[config.mk]
export PLATFORM = sky130hd
export DESIGN_NAME = lsu_stbuf
export DESIGN_NICKNAME = d
export VERILOG_FILES = /design/src/rtl/lsu_stbuf.sv
export SDC_FILE = /design/constraint.sdc
export NUM_CORES = 1
export LEC_CHECK = 0
export BUFFER_PORTS_ARGS = -buffer_cell sky130_fd_sc_hd__buf_2
export CAP_MARGIN = 40
export CORE_ASPECT_RATIO = 0.6
export CORE_MARGIN = 5
export CORE_UTILIZATION = 30
export DETAILED_ROUTE_END_ITERATION = 8
export PLACE_DENSITY = 0.45
export SETUP_SLACK_MARGIN = 0.5
export SYNTH_ARGS = -nofsm -noshare
export SYNTH_HDL_FRONTEND = slang
export SYNTH_SLANG_ARGS = --single-unit
[constraint.sdc]
create_clock -name clk -period 5.7 [get_ports clk]
set_input_delay 0.57 -clock clk [delete_from_list [all_inputs] [get_ports clk]]
set_output_delay 0.57 -clock clk [all_outputs]
set_load 0.005 [all_outputs]
[src/rtl/lsu_stbuf.sv]
// Store buffer ahead of the DCCM stage: queues committed ECC-encoded stores, drains them in order, flags load hazards.
// Optional LSU_STBUF_BYPASS_EN: a store into an empty, idle buffer is written to the DCCM in the same cycle.
module lsu_stbuf #(
   parameter int DCCM_BITS        = 16,
   parameter int DCCM_FDATA_WIDTH = 39,
   parameter int DCCM_WIDTH_BITS  = 2,
   parameter int STBUF_DEPTH      = 4
) (
   input  logic                        clk,
   input  logic                        rst,
   input  logic                        stbuf_wr_vld,
   input  logic [DCCM_BITS-1:0]        stbuf_wr_addr_lo,
   input  logic [DCCM_BITS-1:0]        stbuf_wr_addr_hi,
   input  logic [DCCM_FDATA_WIDTH-1:0] stbuf_wr_data_lo,
   input  logic [DCCM_FDATA_WIDTH-1:0] stbuf_wr_data_hi,
   input  logic                        ld_rden,
   input  logic [DCCM_BITS-1:0]        ld_addr_lo,
   input  logic [DCCM_BITS-1:0]        ld_addr_hi,
   output logic                        stbuf_full,
   output logic                        stbuf_empty,
   output logic                        stbuf_overflow,
   output logic                        ld_hazard,
   output logic                        dccm_wren,
   output logic [DCCM_BITS-1:0]        dccm_wr_addr_lo,
   output logic [DCCM_BITS-1:0]        dccm_wr_addr_hi,
   output logic [DCCM_FDATA_WIDTH-1:0] dccm_wr_data_lo,
   output logic [DCCM_FDATA_WIDTH-1:0] dccm_wr_data_hi
);

   localparam int PTR_W = $clog2(STBUF_DEPTH);
   localparam int CNT_W = PTR_W + 1;

   logic [STBUF_DEPTH-1:0]      valid_q;
   logic [DCCM_BITS-1:0]        addr_lo_q [STBUF_DEPTH];
   logic [DCCM_BITS-1:0]        addr_hi_q [STBUF_DEPTH];
   logic [DCCM_FDATA_WIDTH-1:0] data_lo_q [STBUF_DEPTH];
   logic [DCCM_FDATA_WIDTH-1:0] data_hi_q [STBUF_DEPTH];

   logic [PTR_W-1:0] wr_ptr_q;
   logic [PTR_W-1:0] rd_ptr_q;
   logic [CNT_W-1:0] count_q;
   logic [CNT_W-1:0] count_d;
   logic             push;
   logic             drain;
   logic             bypass;
   logic             hit;
   logic             ld_addr_unused;

`ifdef LSU_STBUF_BYPASS_EN
   assign bypass = stbuf_empty & ~ld_rden & stbuf_wr_vld;
`else
   assign bypass = 1'b0;
`endif

   // A full buffer rejects the push even when a drain frees a slot this cycle.
   assign push  = stbuf_wr_vld & ~stbuf_full & ~bypass;
   assign drain = ~stbuf_empty & ~ld_rden;

   always_comb begin
      // NOTE: default first so every path assigns count_d and no latch is inferred.
      count_d = count_q;
      case ({push, drain})
         2'b10:   count_d = count_q + CNT_W'(1);
         2'b01:   count_d = count_q - CNT_W'(1);
         default: count_d = count_q;
      endcase
   end

   always_ff @(posedge clk) begin
      // NOTE: non-blocking assignments so every register samples pre-edge values.
      if (rst) begin
         wr_ptr_q       <= '0;
         rd_ptr_q       <= '0;
         count_q        <= '0;
         valid_q        <= '0;
         stbuf_full     <= 1'b0;
         stbuf_empty    <= 1'b1;
         stbuf_overflow <= 1'b0;
      end else begin
         count_q        <= count_d;
         stbuf_full     <= (count_d == CNT_W'(STBUF_DEPTH));
         stbuf_empty    <= (count_d == '0);
         stbuf_overflow <= stbuf_wr_vld & stbuf_full;
         // Push and drain never hit the same slot: that needs count 0 or full.
         if (push) begin
            valid_q[wr_ptr_q] <= 1'b1;
            wr_ptr_q          <= wr_ptr_q + PTR_W'(1);
         end
         if (drain) begin
            valid_q[rd_ptr_q] <= 1'b0;
            rd_ptr_q          <= rd_ptr_q + PTR_W'(1);
         end
      end
   end

   // NOTE: payload array has no reset; valid_q alone decides whether an entry is live.
   always_ff @(posedge clk) begin
      if (push) begin
         addr_lo_q[wr_ptr_q] <= stbuf_wr_addr_lo;
         addr_hi_q[wr_ptr_q] <= stbuf_wr_addr_hi;
         data_lo_q[wr_ptr_q] <= stbuf_wr_data_lo;
         data_hi_q[wr_ptr_q] <= stbuf_wr_data_hi;
      end
   end

   // Word-granular match of either load bank against either bank of any live entry, head included.
   always_comb begin
      hit = 1'b0;
      for (int i = 0; i < STBUF_DEPTH; i++) begin
         if (valid_q[i] &&
             ((ld_addr_lo[DCCM_BITS-1:DCCM_WIDTH_BITS] == addr_lo_q[i][DCCM_BITS-1:DCCM_WIDTH_BITS]) ||
              (ld_addr_lo[DCCM_BITS-1:DCCM_WIDTH_BITS] == addr_hi_q[i][DCCM_BITS-1:DCCM_WIDTH_BITS]) ||
              (ld_addr_hi[DCCM_BITS-1:DCCM_WIDTH_BITS] == addr_lo_q[i][DCCM_BITS-1:DCCM_WIDTH_BITS]) ||
              (ld_addr_hi[DCCM_BITS-1:DCCM_WIDTH_BITS] == addr_hi_q[i][DCCM_BITS-1:DCCM_WIDTH_BITS])))
            hit = 1'b1;
      end
   end

   assign ld_hazard      = ld_rden & hit;
   assign ld_addr_unused = ^{ld_addr_lo[DCCM_WIDTH_BITS-1:0], ld_addr_hi[DCCM_WIDTH_BITS-1:0]};

   assign dccm_wren       = drain | bypass;
   assign dccm_wr_addr_lo = bypass ? stbuf_wr_addr_lo : addr_lo_q[rd_ptr_q];
   assign dccm_wr_addr_hi = bypass ? stbuf_wr_addr_hi : addr_hi_q[rd_ptr_q];
   assign dccm_wr_data_lo = bypass ? stbuf_wr_data_lo : data_lo_q[rd_ptr_q];
   assign dccm_wr_data_hi = bypass ? stbuf_wr_data_hi : data_hi_q[rd_ptr_q];

endmodule
==> impl_metrics.py, run 1 <==
metrics = {
    "status": {
        "status": "completed",
    },
    "clocking": {
        "postCtsSetupBuffers": 0,
        "path_clk_slew_ns": 0.06,
        "htree_levels": 2,
        "clock_path_buffers": 3,
        "cts_root_buf": "clkbuf_16",
        "cts_hold_buf": 0,
        "cts_buffers": 46,
        "clk_latency_ns": 0.59,
        "clkSinkCount": 456,
        "cts_tree": "yes",
        "cts_resized": 0,
    },
    "power": {
        "leakage_nw": 7.23,
        "power_density_mw_per_mm2": 373,
        "power.total_mw": 8.52,
        "max-vdd-ir-drop_v": 0.000195,
    },
    "global_route": {
        "grt_pass1_vias": 10357,
        "grt_util_met3": 0.0492,
        "grt_use_met2": 0.208,
        "met1_usage": 0.213,
        "grt_usage": 0.145,
        "grt_overflow_total": 0,
        "grt_pass1_wl_um": 73300,
        "gr-max-usage-layer": "met1",
        "grt_max_degree": 112,
        "grt_antenna_before_repair": 12,
    },
    "finish": {
        "finalNonFillerCells": 2127,
        "layout_commonest_cell": "edfxtp_1",
        "fill_cells": 5953,
        "nNetsFinal": 1402,
        "design_area_mm2": 0.0228,
        "final_util": 0.362,
        "area_growth_pct": 18.5,
        "drive_above_1_share": 0.344,
        "final_cell_mix": "edfxtp_1, buf_2, xnor2_1",
    },
    "sta": {
        "finalSetupTns_ns": 0,
        "period_needed_ns": 3.41,
        "worst_pin_slew_ns": 0.963,
        "rsz0062_at_grt": "false",
        "finalMaxSlewViolations": 0,
        "finalSetupViolCount": 0,
        "fin_crit_sh": 0.597,
        "max_slew_margin": 0.358,
        "clock_skew_ns": 0.0160,
        "fmax_mhz": 294,
        "hold_violations": 0,
    },
    "floorplanning": {
        "rows": 71,
        "core_mm2": 0.0631,
        "die_h_um": 206,
        "ios": 261,
        "start_util": 0.305,
        "die_w_um": 337,
        "die_area_mm2": 0.0695,
    },
    "logic_synthesis": {
        "synth-edff-count": 440,
        "syn-cell-area_mm2": 0.0193,
        "ys_types": 27,
        "syn_inst": 987,
        "synth_top_area_frac": 0.686,
        "ys_ff_latch": 456,
        "seq_area_frac_synth": 0.703,
        "synth_area_leader_cell": "edfxtp_1",
        "synthFlopType": "edfxtp_1",
        "syn_area_per_cell_um2": 19.5,
        "syn_nets": 1143,
        "synth_warnings": 0,
        "async_flop_share": 0,
        "synth.area.top_cells": "edfxtp_1, mux4_2, xnor2_1, dfxtp_1, nand4_1",
    },
    "placement": {
        "routabilityCongestion": 0.859,
        "portBuffers": 256,
        "dpl_cell_area_mm2": 0.0214,
        "dp.cells": 2037,
        "place_hpwl_um": 33000,
    },
    "route": {
        "drtIter0Drc": 765,
        "drt_wl_total_um": 50900,
        "vias_per_cell": 4.68,
        "first_pass_iters": 7,
        "routedWlPerCell_um": 23.9,
        "dr_total_vias": 9949,
        "route.detailed.drc": 0,
        "ant_nets": 0,
    },
    "setup_path": {
        "critPathBufInv": 2,
        "cp_top_family": "buffers and inverters",
        "max_stage_delay_ns": 0.74,
        "cp.required_ns": 5.13,
        "path_max_fanout": 38,
        "end_kind": "output pin",
        "path_cells": "buf_4 -> mux4_2 -> buf_2",
        "critPathLaunchType": "flop",
        "critPathArrivalTime_ns": 2.84,
        "crit_slowest_cell": "buf_4",
        "critPathKind": "flop to output pin",
    },
    "worst_hold_path": {
        "hold_class": "primary input to flop",
    },
    "run": {
        "max_cap_viol_count": 0,
    },
}
## path summary, 6_finish.rpt
path | slack (ns) | cells after the start | startpoint | endpoint
worst max-delay path | 2.29 | 3 | flop | dccm_wr_data_hi[28]
worst min-delay path | 0.20 | 1 | stbuf_wr_addr_hi[9] | addr_hi_q[2][9]$_DFFE_PP_
worst max register to register | 3.41 | 3 | stbuf_full$_SDFF_PP0_ | data_hi_q[3][16]$_DFFE_PP_
worst min register to register | 0.48 | 1 | valid_q[0]$_SDFF_PP0_ | valid_q[0]$_SDFF_PP0_
## per-layer routing
layer | wire, um | up-vias | share of wire
met5 | 92 | - | 0.0018
met4 | 750 | 14 | 0.015
met3 | 4520 | 68 | 0.089
met2 | 21900 | 308 | 0.43
met1 | 23600 | 5128 | 0.46
li1 | - | 4431 | -
## metrics by stage
step	hold WS, ns	setup WS [ns]
finish	0.195	2.29
global route	0.151	2.03
CTS	0.137	2.12
detailed placement	0.466	2.70
global placement	0.465	2.67
floorplan	0.440	1.72
## layout make-up
type | instances | area [um^2] | area share
Antenna cell | 7 | 17.5 | 0.000768
Inverter | 10 | 37.5 | 0.00165
Multi-Input combinational cell | 467 | 5310 | 0.233
Clock buffer | 60 | 1270 | 0.0556
Tap cell | 839 | 1050 | 0.0460
Sequential cell | 456 | 13500 | 0.594
Timing Repair Buffer | 265 | 1460 | 0.0642
Clock inverter | 23 | 125 | 0.00549
## sequential cells by signal, indices dropped and copies added (netlist names), named ones only
name            flops
valid_q             4
data_lo_q         156
stbuf_overflow      1
addr_hi_q          64
rd_ptr_q            2
count_q             3
stbuf_empty         1
wr_ptr_q            2
addr_lo_q          64
stbuf_full          1
data_hi_q         156
## Yosys cell counts (3+ instances only)
| cell | instances |
|---|---|
| inv_1 | 10 |
| edfxtp_1 | 440 |
| and2_1 | 4 |
| buf_2 | 13 |
| mux4_2 | 110 |
| xnor2_1 | 227 |
| a21oi_1 | 7 |
| buf_4 | 11 |
| ha_1 | 9 |
| nor2_1 | 9 |
| nor4_1 | 16 |
| o41ai_1 | 4 |
| buf_6 | 17 |
| dfxtp_1 | 16 |
| nor2b_1 | 3 |
| clkbuf_1 | 12 |
| o21a_1 | 4 |
| nand2_1 | 17 |
| nand4_1 | 48 |
## cell families (layout without fill, tap and decap cells)
kind of cell | count (synthesis) | count (layout) | share of synthesized area
flip-flops | 456 | 456 | 0.703
other | 0 | 7 | 0
AO/OA/AOI/OAI | 17 | 17 | 0.00591
XOR/XNOR | 229 | 229 | 0.104
adder cells (fa/ha/maj) | 10 | 10 | 0.00689
buffers and inverters | 64 | 358 | 0.0221
multiplexers | 111 | 111 | 0.129
AND/OR/NAND/NOR | 100 | 100 | 0.0290
## power by group
part	internal [mW]	switching, mW
Combinational	0.744	0.785
Sequential	3.98	0.149
Clock	1.57	1.29
Total	6.29	2.22
No activity file was read; power rests on OpenSTA's default activity.
==> inputs of run 2 (changes only) <==
Clock period 5.7 ns to 3.45 ns, I/O delays scaled along.
==> run 2 against run 1 <==
Net effect:
- global-route usage hardly changed
- clock power is 76% higher
- register-to-register slack worse by 2.1 ns
- wire length is 0.38% lower
- via count is 2.9% higher
- power is 70% higher
- first-iteration DRC count is 22% lower
- final area is 6.1% higher
- combinational power is 77% higher
- clock-buffer cell count stayed put
- critical path type unchanged
- largest cell class unchanged
==> impl_metrics.py, run 2 (same netlist as run 1, synthesis figures left out) <==
metrics = {
    "status": {
        "status": "completed",
    },
    "global_route": {
        "grt_antenna_before_repair": 5,
        "grt_max_degree": 75,
        "grt_usage": 0.145,
        "grt_pass1_vias": 10942,
        "grt_overflow_total": 0,
        "grt_pass1_wl_um": 74500,
    },
    "worst_hold_path": {
        "hold_class": "primary input to flop",
    },
    "finish": {
        "layout_commonest_cell": "edfxtp_1",
        "finalNonFillerCells": 2243,
        "regArea_mm2": 0.0135,
        "final_cell_mix": "edfxtp_1, buf_2, xnor2_1",
        "fill_cells": 5867,
        "area_growth_pct": 25.6,
        "drive_above_1_share": 0.331,
        "largestRegisters": "data_hi_q (156), data_lo_q (156)",
        "nNetsFinal": 1522,
        "multiInputGateArea_mm2": 0.00537,
    },
    "floorplanning": {
        "ios": 261,
        "die_area_mm2": 0.0695,
        "start_util": 0.305,
        "die_w_um": 337,
        "rows": 71,
        "core_mm2": 0.0631,
        "die_h_um": 206,
    },
    "sta": {
        "hold_violations": 0,
        "finalSetupTns_ns": 0,
        "finalMaxSlewViolations": 0,
        "clock_skew_ns": 0.0130,
        "rsz0062_at_grt": "false",
        "worst_pin_slew_ns": 0.623,
        "fmax_mhz": 344,
        "period_needed_ns": 2.90,
        "finalSetupViolCount": 0,
        "fin_ws_ns": 0.545,
        "max_slew_margin": 0.585,
        "hold_slack_ns": 0.0983,
        "fin_crit_sh": 0.842,
    },
    "placement": {
        "dp.cells": 2046,
        "post-place-ws_ns": 1.01,
        "place_hpwl_um": 34000,
        "routabilityCongestion": 0.784,
        "portBuffers": 256,
    },
    "clocking": {
        "postCtsSetupBuffers": 0,
        "cts_root_buf": "clkbuf_16",
        "path_clk_slew_ns": 0.06,
        "clk_latency_ns": 0.60,
        "cts_tree": "yes",
        "clock_path_buffers": 3,
        "clkSinkCount": 456,
        "cts_buffers": 46,
        "htree_levels": 2,
    },
    "setup_path": {
        "critPathKind": "flop to output pin",
        "cp.required_ns": 3.11,
        "critPathLaunchType": "flop",
        "path_max_fanout": 3,
        "critPathArrivalTime_ns": 2.56,
        "end_kind": "output pin",
    },
    "route": {
        "dr_total_vias": 10238,
        "drtIter0Drc": 594,
        "route.detailed.drc": 0,
        "drt_wl_total_um": 50700,
        "routedWlPerCell_um": 22.6,
        "ant_nets": 0,
        "vias_per_cell": 4.56,
        "first_pass_iters": 4,
    },
    "power": {
        "max-vdd-ir-drop_v": 0.000299,
        "power_density_mw_per_mm2": 600,
        "leakage_nw": 7.81,
    },
    "run": {
        "max_cap_viol_count": 0,
    },
}
==> run 2: cell count changes in the layout (fill, tap and decap cells not counted), moves of 4 or more <==
cell,before,now
dlygate4sd3_1,0,111
buf_4,1,6
diode_2,7,3
nor4_1,16,8
nor4_2,0,8
buf_12,6,12
==> run 2: final timing paths <==
kind,startpoint,end,slack (ns),depth (start not counted)
max,addr_hi_q[0][3]$_DFFE_PP_,ld_hazard,0.55,6
min,rst,flop,0.1,2
max reg2reg,stbuf_empty$_SDFF_PP1_,stbuf_empty$_SDFF_PP1_,1.27,9
min reg2reg,valid_q[3]$_SDFF_PP0_,valid_q[3]$_SDFF_PP0_,0.48,1
==> run 2: timing repair <==
action / 4_1_cts / 5_1_grt
hold buffers: 111 / 0
pin swaps: 1 / 4
endpoints found under the setup margin: 1 / 1
gates resized for setup: 1 / 9
hold endpoints to repair: 439 / 0
==> run 2: metrics by stage <==
stage	utilization	power (mW)	cell area [um^2]
floorplan	-	8.42	19300
global placement	0.341	9.58	21500
detailed placement	0.341	9.58	21500
CTS	0.383	14.8	24100
global route	0.384	15.2	24200
finish	0.384	14.5	24200
==> run 2: cell type report <==
class | instances | share of cell area
sequential | 456 | 0.560
multi-input combinational | 467 | 0.222
timing repair buffer | 385 | 0.111
clock buffer | 60 | 0.0528
tap | 839 | 0.0434
clock inverter | 23 | 0.00946
inverter | 10 | 0.00155
antenna | 3 | 0.000310
==> run 2: routing by layer <==
| layer | wire length (um) | vias up | track usage |
|---|---|---|---|
| met3 | 3220 | 66 | 0.0381 |
| met5 | 24 | - | 0 |
| met1 | 24000 | 5274 | 0.213 |
| li1 | - | 4662 | - |
| met4 | 839 | 4 | 0.0328 |
| met2 | 22600 | 232 | 0.218 |
==> run 2: worst max-delay path, cell delays in order, from the launching register on <==
cell      delay [ns]
edfxtp_1        0.46
xnor2_1         0.18
nand4_1         0.32
nor4_2          0.36
o41ai_1         0.12
a41oi_1         0.35
buf_2           0.18
==> run 2: report_power, final <==
| part | switching, mW | total, mW | internal (mW) |
|---|---|---|---|
| Sequential | 0.207 | 6.78 | 6.57 |
| Clock | 2.17 | 5.02 | 2.86 |
| Combinational | 1.37 | 2.71 | 1.34 |
